**config.mk**
```make
export PLATFORM = sky130hd
export DESIGN_NAME = uart_rx_start_validator
export DESIGN_NICKNAME = d
export VERILOG_FILES = /design/src/rtl/uart_rx_pkg.sv /design/src/rtl/uart_tick_counter.sv /design/src/rtl/uart_rx_start_validator.sv
export SDC_FILE = /design/constraint.sdc
export NUM_CORES = 1
export LEC_CHECK = 0
export ABC_AREA = 1
export BUFFER_PORTS_ARGS = -buffer_cell sky130_fd_sc_hd__buf_2
export CAP_MARGIN = 20
export CORE_ASPECT_RATIO = 1.1
export CORE_MARGIN = 2
export CORE_UTILIZATION = 28
export DETAILED_ROUTE_END_ITERATION = 16
export MAX_ROUTING_LAYER = met4
export PLACE_DENSITY = 0.43
export SYNTH_ARGS = -nofsm -noshare
export SYNTH_HDL_FRONTEND = slang
export SYNTH_SLANG_ARGS = --single-unit
```
**constraint.sdc**
```tcl
create_clock -name clk -period 2.2 [get_ports clk]
set_clock_uncertainty 0.05 [all_clocks]
set_input_delay 0.33 -clock clk [delete_from_list [all_inputs] [get_ports clk]]
set_output_delay 0.33 -clock clk [all_outputs]
set_load 0.01 [all_outputs]
```
**src/rtl/uart_rx_pkg.sv**
```systemverilog
// Shared types and frame-geometry helpers for the UART receive start-bit front end.
package uart_rx_pkg;

  typedef enum logic [1:0] {
    IDLE        = 2'd0,
    START_CHECK = 2'd1,
    HOLDOFF     = 2'd2,
    WAIT_IDLE   = 2'd3
  } rx_start_state_t;

  function automatic int frame_bits_f(input int data_width, input int parity_en, input int stop_bits);
    return 1 + data_width + parity_en + stop_bits;
  endfunction

  function automatic int mid_f(input int oversample);
    return oversample / 2;
  endfunction

endpackage

```
**src/rtl/uart_tick_counter.sv**
```systemverilog
// Mod-OVERSAMPLE tick counter with a bit-index counter that advances on an externally gated wrap.
module uart_tick_counter #(
  parameter int OVERSAMPLE = 16,
  parameter int FRAME_BITS = 11,
  parameter int TW         = $clog2(OVERSAMPLE),
  parameter int BW         = $clog2(FRAME_BITS)
) (
  input  logic          clk,
  input  logic          reset,
  input  logic          clear_i,
  input  logic          advance_i,
  input  logic          bit_inc_i,
  output logic [TW-1:0] tick_cnt_o,
  output logic [BW-1:0] bit_index_o,
  output logic          wrap_o
);

  logic [TW-1:0] tick_cnt_q, tick_cnt_d;
  logic [BW-1:0] bit_index_q, bit_index_d;

  assign wrap_o      = advance_i && (tick_cnt_q == TW'(OVERSAMPLE - 1));
  assign tick_cnt_o  = tick_cnt_q;
  assign bit_index_o = bit_index_q;

  always_comb begin
    tick_cnt_d  = tick_cnt_q;
    bit_index_d = bit_index_q;
    if (clear_i) begin
      tick_cnt_d  = '0;
      bit_index_d = '0;
    end else if (advance_i) begin
      if (wrap_o) begin
        tick_cnt_d = '0;
        // The owner decides whether a wrap marks a new bit.
        if (bit_inc_i) bit_index_d = bit_index_q + 1'b1;
      end else begin
        tick_cnt_d = tick_cnt_q + 1'b1;
      end
    end
  end

  always_ff @(posedge clk) begin
    if (reset) begin
      tick_cnt_q  <= '0;
      bit_index_q <= '0;
    end else begin
      tick_cnt_q  <= tick_cnt_d;
      bit_index_q <= bit_index_d;
    end
  end

endmodule

```
**src/rtl/uart_rx_start_validator.sv**
```systemverilog
// UART Rx start-bit validator: majority-voted start detection, then mid-bit strobes per frame bit.
// Optional break detection is built when UART_RX_BREAK_DETECT_EN is defined.
module uart_rx_start_validator
  import uart_rx_pkg::*;
#(
  parameter int OVERSAMPLE     = 16,
  parameter int DATA_WIDTH     = 8,
  parameter int PARITY_ENABLED = 1,
  parameter int STOP_BITS      = 1,
  localparam int FRAME_BITS    = frame_bits_f(DATA_WIDTH, PARITY_ENABLED, STOP_BITS),
  localparam int MID           = mid_f(OVERSAMPLE),
  localparam int TW            = $clog2(OVERSAMPLE),
  localparam int BW            = $clog2(FRAME_BITS)
) (
  input  logic          clk,
  input  logic          reset,
  input  logic          sample_tick,
  input  logic          serial_in_synced,
  output logic          start_detected,
  output logic          false_start,
  output logic          mid_strobe,
  output logic [BW-1:0] bit_index,
  output logic          busy,
  output logic          break_detected
);

  localparam logic [TW:0] MID_M1 = (TW+1)'(MID - 1);
  localparam logic [TW:0] MID_V  = (TW+1)'(MID);
  localparam logic [TW:0] MID_P1 = (TW+1)'(MID + 1);

  rx_start_state_t state_q, state_d;
  logic            prev_level_q, prev_level_d;
  logic [1:0]      vote_q, vote_d;
  logic            start_q, start_d;
  logic            false_q, false_d;
  logic            strobe_q, strobe_d;
  logic            last_strobe;

  logic [TW-1:0]   tick_cnt;
  logic [TW:0]     tick_next;
  logic            wrap;
  logic [2:0]      low_votes;

  uart_tick_counter #(
    .OVERSAMPLE (OVERSAMPLE),
    .FRAME_BITS (FRAME_BITS),
    .TW         (TW),
    .BW         (BW)
  ) u_tick_counter (
    .clk         (clk),
    .reset       (reset),
    .clear_i     ((state_q == IDLE) || (state_q == WAIT_IDLE)),
    .advance_i   (sample_tick && ((state_q == START_CHECK) || (state_q == HOLDOFF))),
    .bit_inc_i   (state_q == HOLDOFF),
    .tick_cnt_o  (tick_cnt),
    .bit_index_o (bit_index),
    .wrap_o      (wrap)
  );

  // Tick number counted from the falling edge (edge tick = 0) that the current sample_tick represents.
  assign tick_next = {1'b0, tick_cnt} + 1'b1;
  assign low_votes = {1'b0, vote_q} + {2'b00, ~serial_in_synced};

  always_comb begin
    state_d      = state_q;
    prev_level_d = prev_level_q;
    vote_d       = vote_q;
    start_d      = 1'b0;
    false_d      = 1'b0;
    strobe_d     = 1'b0;
    last_strobe  = 1'b0;
    if (sample_tick) prev_level_d = serial_in_synced;
    case (state_q)
      IDLE: begin
        vote_d = '0;
        if (sample_tick && prev_level_q && !serial_in_synced) state_d = START_CHECK;
      end
      START_CHECK: begin
        if (sample_tick) begin
          if (((tick_next == MID_M1) || (tick_next == MID_V)) && !serial_in_synced)
            vote_d = vote_q + 1'b1;
          if (tick_next == MID_P1) begin
            if (low_votes >= 3'd2) begin
              start_d = 1'b1;
              state_d = HOLDOFF;
            end else begin
              false_d = 1'b1;
              state_d = IDLE;
            end
          end
        end
      end
      HOLDOFF: begin
        if (sample_tick && !wrap && (tick_next == MID_V)) begin
          strobe_d = 1'b1;
          if (bit_index == BW'(FRAME_BITS - 1)) begin
            last_strobe = 1'b1;
            state_d     = WAIT_IDLE;
          end
        end
      end
      WAIT_IDLE: begin
        if (sample_tick && serial_in_synced) begin
          state_d      = IDLE;
          prev_level_d = 1'b1;
        end
      end
      default: state_d = IDLE;
    endcase
  end

  always_ff @(posedge clk) begin
    if (reset) begin
      state_q      <= IDLE;
      prev_level_q <= 1'b1;
      vote_q       <= '0;
      start_q      <= 1'b0;
      false_q      <= 1'b0;
      strobe_q     <= 1'b0;
    end else begin
      state_q      <= state_d;
      prev_level_q <= prev_level_d;
      vote_q       <= vote_d;
      start_q      <= start_d;
      false_q      <= false_d;
      strobe_q     <= strobe_d;
    end
  end

  assign start_detected = start_q;
  assign false_start    = false_q;
  assign mid_strobe     = strobe_q;
  assign busy           = (state_q != IDLE);

`ifdef UART_RX_BREAK_DETECT_EN
  logic all_low_q, all_low_d;
  logic break_q, break_d;

  // all_low survives only if every mid-bit sample after the start bit was low.
  always_comb begin
    all_low_d = all_low_q;
    if (start_d) all_low_d = 1'b1;
    else if (strobe_d && serial_in_synced) all_low_d = 1'b0;
    break_d = last_strobe && all_low_q && !serial_in_synced;
  end

  always_ff @(posedge clk) begin
    if (reset) begin
      all_low_q <= 1'b0;
      break_q   <= 1'b0;
    end else begin
      all_low_q <= all_low_d;
      break_q   <= break_d;
    end
  end

  assign break_detected = break_q;
`else
  assign break_detected = 1'b0;
`endif

endmodule

```
==> reports/qor.csv, run 1 <==
metric;value;unit
# IOs;13;
DP HPWL;1550;µm
cell with the most instances after synthesis;nand2_1;
Layout area overhead;11.7;%
first-pass GRT wire length;3510;µm
largest net degree at the start of global routing;9;
Post-synth top flop;dfxtp_1;
antenna viol nets, final;0;
final setup fails;0;
minimum clock period;1740;ps
routed vias;828;
wire per inst;10.7;µm
Slew Limit Fails;0;
FF+latch count, synth;16;
initial antenna violation count;0;
Yosys cell types;20;
Synth Area per Inst;7.15;µm²
Core Box Area;3280;µm²
max_cap viols;0;
final period utilization;79.2;%
Starting Density;28.6;%
RR Endpoint;u_tick_counter.bit_index_o[2]$_SDFFE_PP0P_;
Tot Pwr;0.802;mW
share of synthesized registers carrying an async set or reset;0;%
Pwr Density;766;nW/µm²
fraction of layout cells with a size suffix above 1;11.9;%
Post-Synth Adder-Cell Area;13.4;%
CP Capture Point;u_tick_counter.bit_index_o[2]$_SDFFE_PP0P_;
synth warn;0;
Core Util, Final;32.0;%
EDFF count, synth;0;
H-tree levels;1;
Overflow after GRT;0;
post-synthesis mux area share;0;%
Critical Path AT;1880;ps
register area;320;µm²
Max Fclk;574;MHz
Fillers;373;
antenna cell count;0;
R2R setup slack;460;ps
post-synth top area cell;dfxtp_1;
routed vias/inst;4.63;
Cells after Synth;131;
RSZ-0062 raised after global routing;false;
RePlAce Congestion;0.782;
CTS root buffer;clkbuf_4;
Gates resized, CTS repair;0;
P_leak;0.500;nW
startpoint types;flip-flop;
Post-synth top cells;28 x nand2_1, 20 x inv_1, 16 x dfxtp_1;
final wirelength;1920;µm
die height;64.7;µm
Hold Fails Final Rpt;0;
Hold Crit Class;in2reg;
Starting DRT DRC Count;29;
Num CTS Buffers;3;
Mapped Area;937;µm²
Critical Path End Type;flip-flop;
Skew-Pair Late Insertion Delay;290;ps
Hold Buf Count CTS;0;
Initial DRT Pass Iterations;3;
layout net count;159;
status;finished, final reports clean;
Die W;59.2;µm
CP Max Fanout;6;
Max VDD drop;0.000237;V
post-synth top area share;34.2;%
TritonCTS clock tree;yes;
clock buffer depth;2;
simple-gate area share of the yosys netlist;27.8;%
Required @ worst endpoint;2340;ps
top post-synthesis cells by area;dfxtp_1 34%, ha_1 13%, nand2_1 11%, inv_1 8.0%, a21oi_1 5.9%;
sequential share of the synthesized area;34.2;%
TritonCTS sink count;16;
setup tns final;0;ps
Post-Syn Nets;145;
XOR/XNOR share of the synthesized area;2.80;%
vias in the first global route;805;
GR Util All Layers;12.4;%
worst r2r path cells;9;
Core Rows;22;
Synth Area in Compound Gates;12.1;%
Post-route DRC;0;
RR Startpoint;state_q[0]$_SDFFE_PP0P_;
footprint of the multi-input gates;529;µm²
clock-pin slew of the registers on the worst-case setup and hold paths;90;ps
Setup crit start;state_q[0]$_SDFFE_PP0P_;
die area;3830;µm²
hold_ws;169;ps
largest family of logic cells by synthesized area;simple AND/OR/NAND/NOR gates;
critical path class;reg2reg;
post-route insts no fill;179;
placed cell count;176;
post-CTS setup repair buffer count;0;
Buffers on Ports;11;
-- worst max-delay path, stage by stage, from the launching register on --
cell	delay, ps
dfxtp_1	450
inv_1	90
ha_1	310
nand2_1	110
nor2_1	120
nand2_1	90
inv_1	130
nand2_1	80
o21ai_0	150
a21oi_1	50
-- where the power goes --
group	total [mW]	switching (mW)	internal, mW	leakage [nW]
Clock	0.162	0.0979	0.0638	0.0138
Sequential	0.353	0.0367	0.317	0.130
Combinational	0.287	0.183	0.103	0.356
Total	0.802	0.318	0.484	0.500
-- area by class of cell --
class | count | share of cell area [%]
flip-flops and latches | 16 | 30.6
repair buffers | 11 | 5.26
well taps | 36 | 4.30
multi-input cells | 93 | 50.5
clock buffers | 3 | 2.15
inverters | 20 | 7.17
-- layout by cell type (no fill, tap or decap) --
cell / n
nor2_1: 13
nand4_1: 4
o21ai_0: 6
xnor2_1: 2
nand2_1: 28
o21ai_1: 1
dfxtp_1: 16
xor2_1: 1
buf_2: 11
ha_1: 10
nand3_2: 2
a21oi_1: 11
clkbuf_4: 3
a211oi_1: 1
nand3_1: 10
inv_1: 20
nor4_1: 1
nor3_1: 1
a21oi_4: 1
conb_1: 1
-- per-layer routing --
metal | GRT usage (%) | wire, µm | vias up
li1 | - | - | 442
met1 | 14.1 | 863 | 365
met2 | 20.6 | 931 | 16
met3 | 2.59 | 85 | 5
met4 | 5.97 | 41 | 0
met5 | - | 0 | -
-- cell families after synthesis --
group | count (synthesis)
xor gates and xnor gates | 3
and+or+nand+nor | 59
adders and majority gates | 10
other | 1
buffers and inverters | 22
AOI/OAI and AO/OA | 20
DFF | 16
-- through the flow --
stage | setup slack, ps | area, µm²
detailed placement | 440 | 1020
CTS | 423 | 1050
global route | 106 | 1050
floorplan | 657 | 937
finish | 458 | 1050
global placement | 471 | 1020
-- worst min path at each step --
stage	cells after the start	endpoint	start
floorplan	1	vote_q[1]$_SDFFE_PP0P_	reset
global placement	2	flip-flop	flip-flop
detailed placement	2	flip-flop	flip-flop
CTS	2	vote_q[1]$_SDFFE_PP0P_	reset
global route	2	vote_q[1]$_SDFFE_PP0P_	reset
finish	2	vote_q[1]$_SDFFE_PP0P_	reset
Power figures use the tool's default switching activity.
==> run 2: changes to the inputs <==
--- a/config.mk
+++ b/config.mk
@@ -13,7 +13,7 @@
 export CORE_UTILIZATION = 28
 export DETAILED_ROUTE_END_ITERATION = 16
 export MAX_ROUTING_LAYER = met4
-export PLACE_DENSITY = 0.43
+export PLACE_DENSITY = 0.44
 export SYNTH_ARGS = -nofsm -noshare
 export SYNTH_HDL_FRONTEND = slang
 export SYNTH_SLANG_ARGS = --single-unit
==> constraint.sdc (replaced) <==
create_clock -name clk -period 1.6 [get_ports clk]
set_clock_uncertainty 0.05 [all_clocks]
set_input_delay 0.24 -clock clk [delete_from_list [all_inputs] [get_ports clk]]
set_output_delay 0.24 -clock clk [all_outputs]
set_load 0.01 [all_outputs]
==> run 2 against run 1 <==
Compared with the run above: critical path depth is the same; clock power grew 70%; wire length grew 3.6%; non-clock buffer count grew 11; final cell count grew 6.7%; die area is the same; utilization grew 4.5 points; largest cell class unchanged; sequential cell count is the same.
==> reports/qor.csv, run 2 (same netlist as run 1, synthesis figures left out) <==
metric;value;unit;change
crit-path cells;ha_4 > xnor2_1 > buf_4 > nand3_4 > a21oi_4 > nand3_2 > nand2_1 > inv_1 > nor2_2;;
Die W;59.2;µm;unchanged
status;finished, final reports clean;;
layout net count;170;;+6.9%
Critical Path End Type;flip-flop;;
antenna viol nets, final;0;;unchanged
Pwr Density;1030;nW/µm²;+35%
Buffers on Ports;11;;unchanged
Setup WS pre-CTS;-26.4;ps;-466 ps
RSZ-0062 raised after global routing;true;;
Overflow after GRT;0;;unchanged
Core Box Area;3280;µm²;unchanged
Slew Limit Fails;0;;unchanged
H-tree levels;1;;unchanged
vias in the first global route;843;;+4.7%
die area;3830;µm²;unchanged
Crit path largest cell delay;350;ps;-100 ps
Hold Buf Count CTS;0;;unchanged
startpoint types;flip-flop;;
clock buffer depth;2;;unchanged
Max VDD drop;0.000269;V;+14%
largest net degree at the start of global routing;10;;+1
clock-pin slew of the registers on the worst-case setup and hold paths;100;ps;about the same
die height;64.7;µm;unchanged
final wirelength;1990;µm;+3.6%
CTS root buffer;clkbuf_4;;
final setup fails;0;;unchanged
Critical Path AT;1650;ps;-230 ps
wire per inst;10.4;µm;-2.9%
initial antenna violation count;0;;unchanged
RePlAce Congestion;0.801;;+2.3%
Layout area overhead;27.6;%;
GR Util All Layers;12.6;%;+0.13 points
Starting DRT DRC Count;21;;-28%
Tot Pwr;1.24;mW;+54%
CP Max Fanout;4;;-2
Num CTS Buffers;3;;unchanged
max_cap viols;0;;unchanged
Starting Density;28.6;%;unchanged
Skew-Pair Late Insertion Delay;290;ps;about the same
routed vias;862;;+4.1%
DP HPWL;1640;µm;+5.9%
slowest stage cell on the critical path;dfxtp_2;;
minimum clock period;1470;ps;-268 ps
antenna cell count;0;;unchanged
# IOs;13;;unchanged
fraction of layout cells with a size suffix above 1;27.7;%;+16 points
TritonCTS clock tree;yes;;
Max Fclk;679;MHz;+18%
Post-route DRC;0;;unchanged
TritonCTS sink count;16;;unchanged
Required @ worst endpoint;1780;ps;-560 ps
fin area;1200;µm²;+14%
dpl cell area;1100;µm²;+7.3%
critical path class;reg2reg;;
first-pass GRT wire length;3600;µm;+2.7%
P_leak;0.558;nW;+12%
Hold Fails Final Rpt;0;;unchanged
Initial DRT Pass Iterations;4;;+1
hold_ws;76.9;ps;-92.5 ps
Hold Crit Class;in2reg;;
commonest non-fill, non-tap cells in the layout;27 x nand2_1, 17 x inv_1, 12 x nor2_1;;
final period utilization;92.1;%;+13 points
most common cell after layout, fill and taps aside;nand2_1;;
routed vias/inst;4.51;;-2.4%
Worst Setup Slack, final;126;ps;-332 ps
Core Rows;22;;unchanged
[run 2: through the flow]
stage	util (%)	setup TNS [ps]	instances
after global routing	36.5	-35.5	191
after floorplan	-	0	131
final	36.5	0	191
after CTS	34.7	0	190
after detailed placement	33.6	-26.4	186
after global placement	33.6	0	186
[run 2: per-layer routing]
metal / global-route usage (%) / up-vias / share of wire [%]
li1: - / 469 / -
met2: 20.8 / 10 / 49
met5: - / - / 0
met3: 2.59 / 2 / 3.7
met4: 5.11 / 0 / 0.95
met1: 14.6 / 381 / 46
[run 2: final timing paths]
kind | slack, ps | cells past startpoint | to | startpoint
setup / recovery | 130 | 9 | flip-flop | u_tick_counter.tick_cnt_o[0]$_SDFFE_PP0P_
hold / removal | 80 | 2 | vote_q[1]$_SDFFE_PP0P_ | reset
setup reg to reg | 130 | 9 | flip-flop | u_tick_counter.tick_cnt_o[0]$_SDFFE_PP0P_
hold reg to reg | 420 | 2 | flip-flop | flip-flop
[run 2: what timing repair did]
item,in CTS,in global routing
pin swaps,0,5
resized for setup,1,19
endpoints found under the setup margin,1,11
setup buffers,0,1
[run 2: power by group]
part / leakage (nW) / switching (mW) / internal (mW)
combinational: 0.404 / 0.279 / 0.196
sequential: 0.132 / 0.0438 / 0.444
clock: 0.0210 / 0.136 / 0.139
[run 2: final cells by class]
| cell class | count | area, µm² |
|---|---|---|
| clock buffers | 4 | 36.3 |
| repair buffers | 22 | 141 |
| fillers | 366 | 2080 |
| inverters | 20 | 75.1 |
| multi-input cells | 93 | 569 |
| flip-flops and latches | 16 | 329 |
| well taps | 36 | 45.0 |
[run 2: worst max-delay path, delay by kind of cell (launching register included)]
kind	cells	cell delay (ps)
compound gates	1	190
buf+inv	2	200
simple gates	4	310
flops	1	350
fa+ha+maj	1	170
xor+xnor	1	130
